[config.mk]
export PLATFORM = sky130hd
export DESIGN_NAME = cd_pila
export DESIGN_NICKNAME = d
export VERILOG_FILES = /design/src/rtl/cd_pila.sv
export SDC_FILE = /design/constraint.sdc
export NUM_CORES = 1
export LEC_CHECK = 0
export CORE_MARGIN = 2
export CORE_UTILIZATION = 25
export DETAILED_ROUTE_END_ITERATION = 12
export PLACE_DENSITY = 0.44
export SLEW_MARGIN = 20
export SYNTH_ARGS = -nofsm -noshare
export SYNTH_HDL_FRONTEND = slang
export SYNTH_SLANG_ARGS = --single-unit
export TNS_END_PERCENT = 1
[constraint.sdc]
create_clock -name clk -period 4.8 [get_ports clk]
set_clock_uncertainty 0.2 [all_clocks]
set_input_delay 0.72 -clock clk [delete_from_list [all_inputs] [get_ports clk]]
set_output_delay 0.72 -clock clk [all_outputs]
set_load 0.005 [all_outputs]
[src/rtl/cd_pila.sv]
// rtl/cd_pila.sv - parametrised single-cycle datapath with return-address stack and Z/C flags
module cd_pila #(
    parameter int DATA_W = 16,
    parameter int PC_W   = 10,
    parameter int NREG   = 16,
    parameter int STK_D  = 8
) (
    input  logic              clk,
    input  logic              reset,
    input  logic              en,
    input  logic [31:0]       instr,
    output logic [PC_W-1:0]   pc,
    input  logic [DATA_W-1:0] Datos,
    output logic [DATA_W-1:0] Direcciones,
    input  logic              s_inc,
    input  logic              s_mux_alu,
    input  logic              s_signext,
    input  logic              s_mux_datos,
    input  logic              we3,
    input  logic              wez,
    input  logic [2:0]        op_alu,
    input  logic              call,
    input  logic              ret,
    output logic              z,
    output logic              c,
    output logic [5:0]        opcode,
    output logic              stk_full,
    output logic              stk_empty,
    output logic              stk_err
);
    localparam int SA_W = $clog2(STK_D);

    logic [DATA_W-1:0] rf [NREG];
    logic [PC_W-1:0]   stk [STK_D];
    logic [SA_W:0]     cnt;
    logic [SA_W:0]     cnt_m1;

    logic [3:0]        wa, ra1, ra2;
    logic [DATA_W-1:0] rd1, rd2, imm, a_op, alu_res, wd;
    logic              alu_c;
    logic [DATA_W:0]   sum, diff;
    logic [PC_W-1:0]   pc_inc, pc_nxt;
    logic              do_push, do_pop, err_set;

    assign wa          = instr[25:22];
    assign ra1         = instr[21:18];
    assign ra2         = instr[17:14];
    assign opcode      = instr[31:26];
    assign Direcciones = rd2;

    // R0 and out-of-range addresses read as zero
    always_comb begin
        rd1 = '0;
        rd2 = '0;
        if (ra1 != 4'd0 && int'(ra1) < NREG) rd1 = rf[ra1];
        if (ra2 != 4'd0 && int'(ra2) < NREG) rd2 = rf[ra2];
    end

    assign imm  = s_signext ? DATA_W'($signed(instr[15:0])) : DATA_W'(instr[15:0]);
    assign a_op = s_mux_alu ? imm : rd1;
    assign sum  = {1'b0, a_op} + {1'b0, rd2};
    assign diff = {1'b0, a_op} - {1'b0, rd2};

    always_comb begin
        alu_c   = 1'b0;
        alu_res = a_op;
        case (op_alu)
            3'b000: alu_res = a_op;
            3'b001: alu_res = ~a_op;
            3'b010: begin alu_res = sum[DATA_W-1:0];  alu_c = sum[DATA_W];  end
            3'b011: begin alu_res = diff[DATA_W-1:0]; alu_c = diff[DATA_W]; end
            3'b100: alu_res = a_op & rd2;
            3'b101: alu_res = a_op | rd2;
            3'b110: alu_res = -a_op;
            3'b111: alu_res = -rd2;
            default: alu_res = a_op;
        endcase
    end

    assign wd = s_mux_datos ? Datos : alu_res;

    assign stk_full  = (cnt == (SA_W+1)'(STK_D));
    assign stk_empty = (cnt == '0);
    assign cnt_m1    = cnt - 1'b1;
    assign pc_inc    = pc + 1'b1;

    // ret outranks call; a simultaneous call is dropped and flagged
    always_comb begin
        pc_nxt  = pc_inc;
        do_push = 1'b0;
        do_pop  = 1'b0;
        err_set = 1'b0;
        if (ret) begin
            if (stk_empty) begin
                err_set = 1'b1;
            end else begin
                do_pop = 1'b1;
                pc_nxt = stk[cnt_m1[SA_W-1:0]];
            end
            if (call) err_set = 1'b1;
        end else if (call) begin
            pc_nxt = instr[PC_W-1:0];
            if (stk_full) err_set = 1'b1;
            else          do_push = 1'b1;
        end else if (!s_inc) begin
            pc_nxt = instr[PC_W-1:0];
        end
    end

    always_ff @(posedge clk or negedge reset) begin
        if (!reset) begin
            pc      <= '0;
            z       <= 1'b0;
            c       <= 1'b0;
            cnt     <= '0;
            stk_err <= 1'b0;
        end else if (en) begin
            pc <= pc_nxt;
            if (wez) begin
                z <= (alu_res == '0);
                c <= alu_c;
            end
            if (do_push)      cnt <= cnt + 1'b1;
            else if (do_pop)  cnt <= cnt_m1;
            if (err_set) stk_err <= 1'b1;
        end
    end

    always_ff @(posedge clk) begin
        if (en && we3 && wa != 4'd0 && int'(wa) < NREG) rf[wa] <= wd;
        if (en && do_push) stk[cnt[SA_W-1:0]] <= pc_inc;
    end
endmodule

**Word-level counts from Yosys, hierarchy flattened**

Memories as Yosys holds them, arrays and structs flattened.
Cells that the tools add are included.

- Flip-flop bits (word level): 17
- Bits in latches: 0
- RAM bits: 336
- ROM bits: 0
- Input bits: 62
- Output and inout bits: 37
- Logic and storage cells: 64
- Memories kept: 2

Memory list:

| memory | depth | width | rd ports | clocked after Yosys merged registers in | wr ports | line | RTL |
|---|---|---|---|---|---|---|---|
| rf | 16 | 16 | 2 | 0 | 1 | 33 | `logic [DATA_W-1:0] rf [NREG];` |
| stk | 8 | 10 | 1 | 0 | 1 | 34 | `logic [PC_W-1:0] stk [STK_D];` |

- Add/subtract/negate cells: 7
- $mul: 0
- Div/mod/pow operators: 0
- $lt $le $gt $ge: 0
- Equality and inequality tests: 8
- Shift-type cells: 0
- Muxes and demuxes: 26
- Bitwise operators: 3
- Reduce and logical (&&, ||, !) cells: 13

Operators by type and width:

| operator | count |
|---|---|
| 16-bit one-hot mux with 8 select lines | 1 |
| 16-bit two-way mux | 4 |
| 10-bit two-way mux | 4 |
| 16-bit negator | 2 |
| 16-bit by 16-bit adder with 17-bit output | 1 |
| 16-bit by 16-bit subtractor with 17-bit output | 1 |
| 16-bit AND | 1 |
| 16-bit zero test | 1 |
| 16-bit NOT | 1 |
| 16-bit OR | 1 |
| 1-bit two-way mux | 14 |
| 3-bit == test (second input constant) | 4 |
| 4-bit nonzero test | 3 |
| 10-bit by 1-bit adder with 10-bit output (second input constant) | 1 |
| 4-bit two-way mux | 2 |
| 3-bit by 2-bit == test with 1-bit output (second input constant) | 2 |
| 2-bit AND reduction | 3 |
| 4-bit by 1-bit adder with 4-bit output (second input constant) | 1 |
| 4-bit == test (second input constant) | 1 |
| 4-bit zero test | 1 |
| 4-bit by 1-bit subtractor with 4-bit output (second input constant) | 1 |
| 3-bit by 1-bit == test with 1-bit output (second input constant) | 1 |
| 1-bit logical AND | 3 |
| 3-bit zero test | 1 |
| other kinds (2) | 2 |

**Logic depth before layout (Yosys ltp)**

Gate-level depths: netlist of the first run.

- Word-level depth: 7
- Mapped depth: 23

**Least setup slack after synthesis of the first run**

No wires, ideal clock.

- Kind: input -> register
- From: in instr[18]
- To: mem rf[0][14], data pin
- Data arrival time: 5351 ps
- Data required time: 4259 ps
- Setup slack: -1092 ps
- Stages on the path: 21
- Buffers on the path: 7
- Cells stage by stage: buf_6 -> buf_12 -> buf_8 -> buf_8 -> buf_4 -> buf_2 -> mux2_1 -> a22oi_1 -> o21ai_1 -> ha_1 -> clkbuf_1 -> nor2_1 -> a2111o_1 -> a21oi_1 -> a21oi_1 -> o21ba_2 -> o31ai_1 -> o32a_1 -> a211o_1 -> a31oi_1 -> o31ai_1

- Cells in the longest elaborated chain, start to end: 6

Ends and longest elaborated chain:

| item | line | RTL |
|---|---|---|
| start: declaration | 11 | `input logic [31:0] instr,` |
| memory read 16 x 16 bit / 4-bit nonzero test (equally long branches) | n/a |  |
| 16-bit two-way mux (*) | 55 | `if (ra1 != 4'd0 && int'(ra1) < NREG) rd1 = rf[ra1];` |
| 16-bit two-way mux (*) | 60 | `assign a_op = s_mux_alu ? imm : rd1;` |
| 16-bit negator (tied with other cells) | 74 | `3'b110: alu_res = -a_op;` |
| 16-bit one-hot mux with 8 select lines (*) | 67 | `case (op_alu)` |
| 16-bit two-way mux (*) | 80 | `assign wd = s_mux_datos ? Datos : alu_res;` |
| named net wd[14] | 39 | `logic [DATA_W-1:0] rd1, rd2, imm, a_op, alu_res, wd;` |
| end: declaration | 33 |  |

Mark *: on every way through the listed nets, which the timed path passes. The rest lies on a longest branch.

**Final worst setup path of the first run**

- From: in instr[18]
- To: mem rf[8][11], data pin

Same word-level chain as after synthesis.

==> results.ini, run 1 <==
[outcome]
status=finished with violations
violations=negative setup slack

[pwr]
comb_power_share_pct=30.7
p_sw_share_pct=30.6
p_switching_mw=3.09
power.density_nw_per_um2=375
clkPwrFrac_pct=31.6
sequentialPowerShare_pct=37.7
p_leak_nw=9.78
p_int_mw=7.01
peakVddDrop_uv=239

[global_route]
grt_max_degree=41
overflow=0
grtUsageTotal_pct=17.2
grt_antenna_before_repair=2
grt_pass1_vias=15100
grt_pass1_wl_mm=105

[floorplanning]
row_count=104
initial_core_util_pct=25.1
io_pins=99
fp.dieW_um=288
core_area_um2=80200
fp.dieArea_um2=82900
die_h_um=288

[synth]
netlist_top_cells_area=edfxtp_1, mux4_2, ha_1
syn_area_um2=20200
synth_edf_count=335
avgSynthCellArea_um2=13.6
synth-seq-area-share_pct=52.0
yosysWarnings=0
synth-main-ff-cell=edfxtp_1
synthArstFlopShare_pct=4.83
yosysTopAreaCellShare_pct=49.9
synth_cell_types=101
yosysTopAreaCell=edfxtp_1
syn-instance-count=1477
ys_seq_elements=352

[sta]
worst_pin_slew_ns=0.812
setup_violations=16
fin_crit_ns=4.81
min_period_over_period_pct=100
rsz0062_at_grt=true
finalSetupTns_ns=-0.152
fmax_mhz=208
relSlewSlack_pct=45.7
hold_viol_final=0
layout_setup_ws_ns=-0.0126
drv_slew=0
whs_ns=0.252

[worst_setup_path]
worstReg2RegEnd=rf[2][13]$_DFFE_PP_
reg2reg_depth=18
r2r_slack_ns=0.02
cp_slowest_cell=mux4_2
path_common_cell=buf_12
crit_family=compound AO/OA/AOI/OAI gates
end_kind=flop
cp.arrival_ns=4.94
crit_path_start_kind=input pin
path_buf_inv=9
cp_max_fo=16
path_cells=buf_12 > buf_12 > buf_12 > buf_12 > mux4_2 > a22oi_2 > o211ai_4 > buf_6 > ha_4 > nor2b_4 > a2111o_1 > and4b_2 > buf_6 > o31a_1 > nor3_2 > a2111oi_2 > o221ai_1 > o211ai_1 > buf_4 > buf_4 > o21ai_2 > buf_12
cp_slowest_stage_delay_ns=0.51
crit_type=input pin to flop
critPathRequiredTime_ns=4.92
r2r-start=rf[5][4]$_DFFE_PP_

[layout]
fin_util_pct=33.6
fin_nets=2005
drive_gt1_share_pct=36.7
fillers=7988
final_common_cell=edfxtp_1
layout_common_cells=edfxtp_1, buf_4, mux4_2
area_growth_pct=33.8

[placed_design]
place.gp.congestion=0.856
hpwl_mm=52.1
pre_cts_slack_ns=-1.06
io_buffers=85

[clock_tree]
clock_sinks=352
htree_levels=2
clockBufferDepth=3
clk_pin_slew_ns=0.06
numCtsBuffers=40
cts_tree=built
cts_hold_buffers=0
root_buffer=clkbuf_16
clkLatencyLatePin_ns=0.59

[routing]
routed_wirelength_mm=72.7
vias=15000
drc=0
antenna_left=0
vias_per_cell=5.04
routedWlPerCell_um=24.4
first_pass_iters=7
drtIter0Drc=1233

[run]
drv_cap=0

[worst_hold_path]
hold_class=flop to flop
min-delay-start=stk_err$_DFFE_PN0P_
min_delay_worst_endpoint=stk_err$_DFFE_PN0P_
hold_depth=1

[metrics by stage]
stage               instance area [um^2]  cells  power [mW]
floorplan                          20400   1491        5.54
global placement                   24700   2883        6.74
detailed placement                 24700   2883        6.76
CTS                                26500   2961        10.1
global route                       27000   2978        10.5
finish                             27000   2979        10.1
[cell usage after synthesis (15+ instances only)]
| master | n |
|---|---|
| a211oi_1 | 16 |
| a21oi_1 | 41 |
| a22oi_1 | 18 |
| a31oi_1 | 16 |
| buf_4 | 15 |
| clkbuf_1 | 44 |
| dfrtp_1 | 17 |
| edfxtp_1 | 335 |
| ha_1 | 53 |
| inv_1 | 58 |
| mux2i_1 | 61 |
| mux4_1 | 17 |
| mux4_2 | 116 |
| nand2_1 | 103 |
| nand3_1 | 32 |
| nor2_1 | 89 |
| nor2b_1 | 19 |
| nor3_1 | 27 |
| o21ai_0 | 53 |
| xnor2_1 | 25 |
[area by class of cell]
cell class | count | area, um^2 | share of cell area, %
Antenna cell | 1 | 2.50 | 0.00928
Inverter | 64 | 240 | 0.891
Tap cell | 1060 | 1330 | 4.92
Timing Repair Buffer | 449 | 3950 | 14.7
Clock buffer | 48 | 1030 | 3.82
Clock inverter | 24 | 324 | 1.20
Multi-Input combinational cell | 981 | 9600 | 35.6
Sequential cell | 352 | 10500 | 38.9
[power by group through the flow]
| stage | sequential [mW] | clock, mW | combinational [mW] |
|---|---|---|---|
| global placement | 3.87 | 0 | 2.88 |
| global route | 3.82 | 3.37 | 3.35 |
| floorplan | 3.81 | 0 | 1.72 |
| CTS | 3.81 | 3.27 | 2.99 |
| finish | 3.81 | 3.19 | 3.10 |
| detailed placement | 3.87 | 0 | 2.89 |
[what timing repair did]
item,CTS,global route
pin swaps,24,30
endpoints found under the setup margin,130,130
resized for setup,63,75
setup buffers,5,16
gates cloned,1,1
[worst reg2reg max path, stage by stage (launching register included)]
cell      delay, ns
edfxtp_1       0.38
mux4_1         0.51
a22o_1         0.27
a221oi_4       0.34
nor2_2         0.13
inv_2          0.12
ha_4           0.24
nor2_4         0.15
o211ai_1       0.21
and4b_2        0.36
o41ai_4        0.33
buf_4          0.18
nand2_1        0.05
o211ai_1       0.13
a21oi_2        0.10
a31oi_1        0.27
o22ai_4        0.11
buf_12         0.15
o21ai_4        0.32
[flip-flops by register name (all words and copies together), names as in the netlist]
signal   cells
rf         255
stk         80
pc          10
cnt          4
c            1
stk_err      1
z            1
[kinds of logic after synthesis]
| logic type | share of synthesized area (%) |
|---|---|
| compound gates | 10.7 |
| mux | 19.2 |
| fa+ha+maj | 3.49 |
| flops | 52.0 |
| buf+inv | 4.08 |
| other cells | 0.0186 |
| xor+xnor | 1.43 |
| simple gates | 9.12 |
[layer usage]
metal | track usage, % | wire [um] | vias to the layer above
met5 | 0 | 9 | -
met4 | 4.30 | 1620 | 2
met3 | 1.86 | 3920 | 81
met2 | 29.1 | 35100 | 462
met1 | 23.6 | 32100 | 7775
li1 | - | - | 6686
[worst max path at each step]
stage,to,startpoint,slack (ns),cells after the start
after floorplan,rf[0][15]$_DFFE_PP_,instr[18],-0.27,19
after global placement,z$_DFFE_PN0P_,s_mux_alu,-1.10,21
after detailed placement,z$_DFFE_PN0P_,instr[21],-1.06,19
after CTS,rf[14][10]$_DFFE_PP_,s_mux_alu,-0.08,16
after global routing,z$_DFFE_PN0P_,instr[18],-0.16,21
final,rf[8][11]$_DFFE_PP_,instr[18],-0.01,22
No activity file was read; power rests on OpenSTA's default activity.
==> run 2, diff against run 1 <==
- CAP_MARGIN: not set -> 15
==> results of run 2 <==
The final DEF is identical to that of run 1; final timing and power are the same.
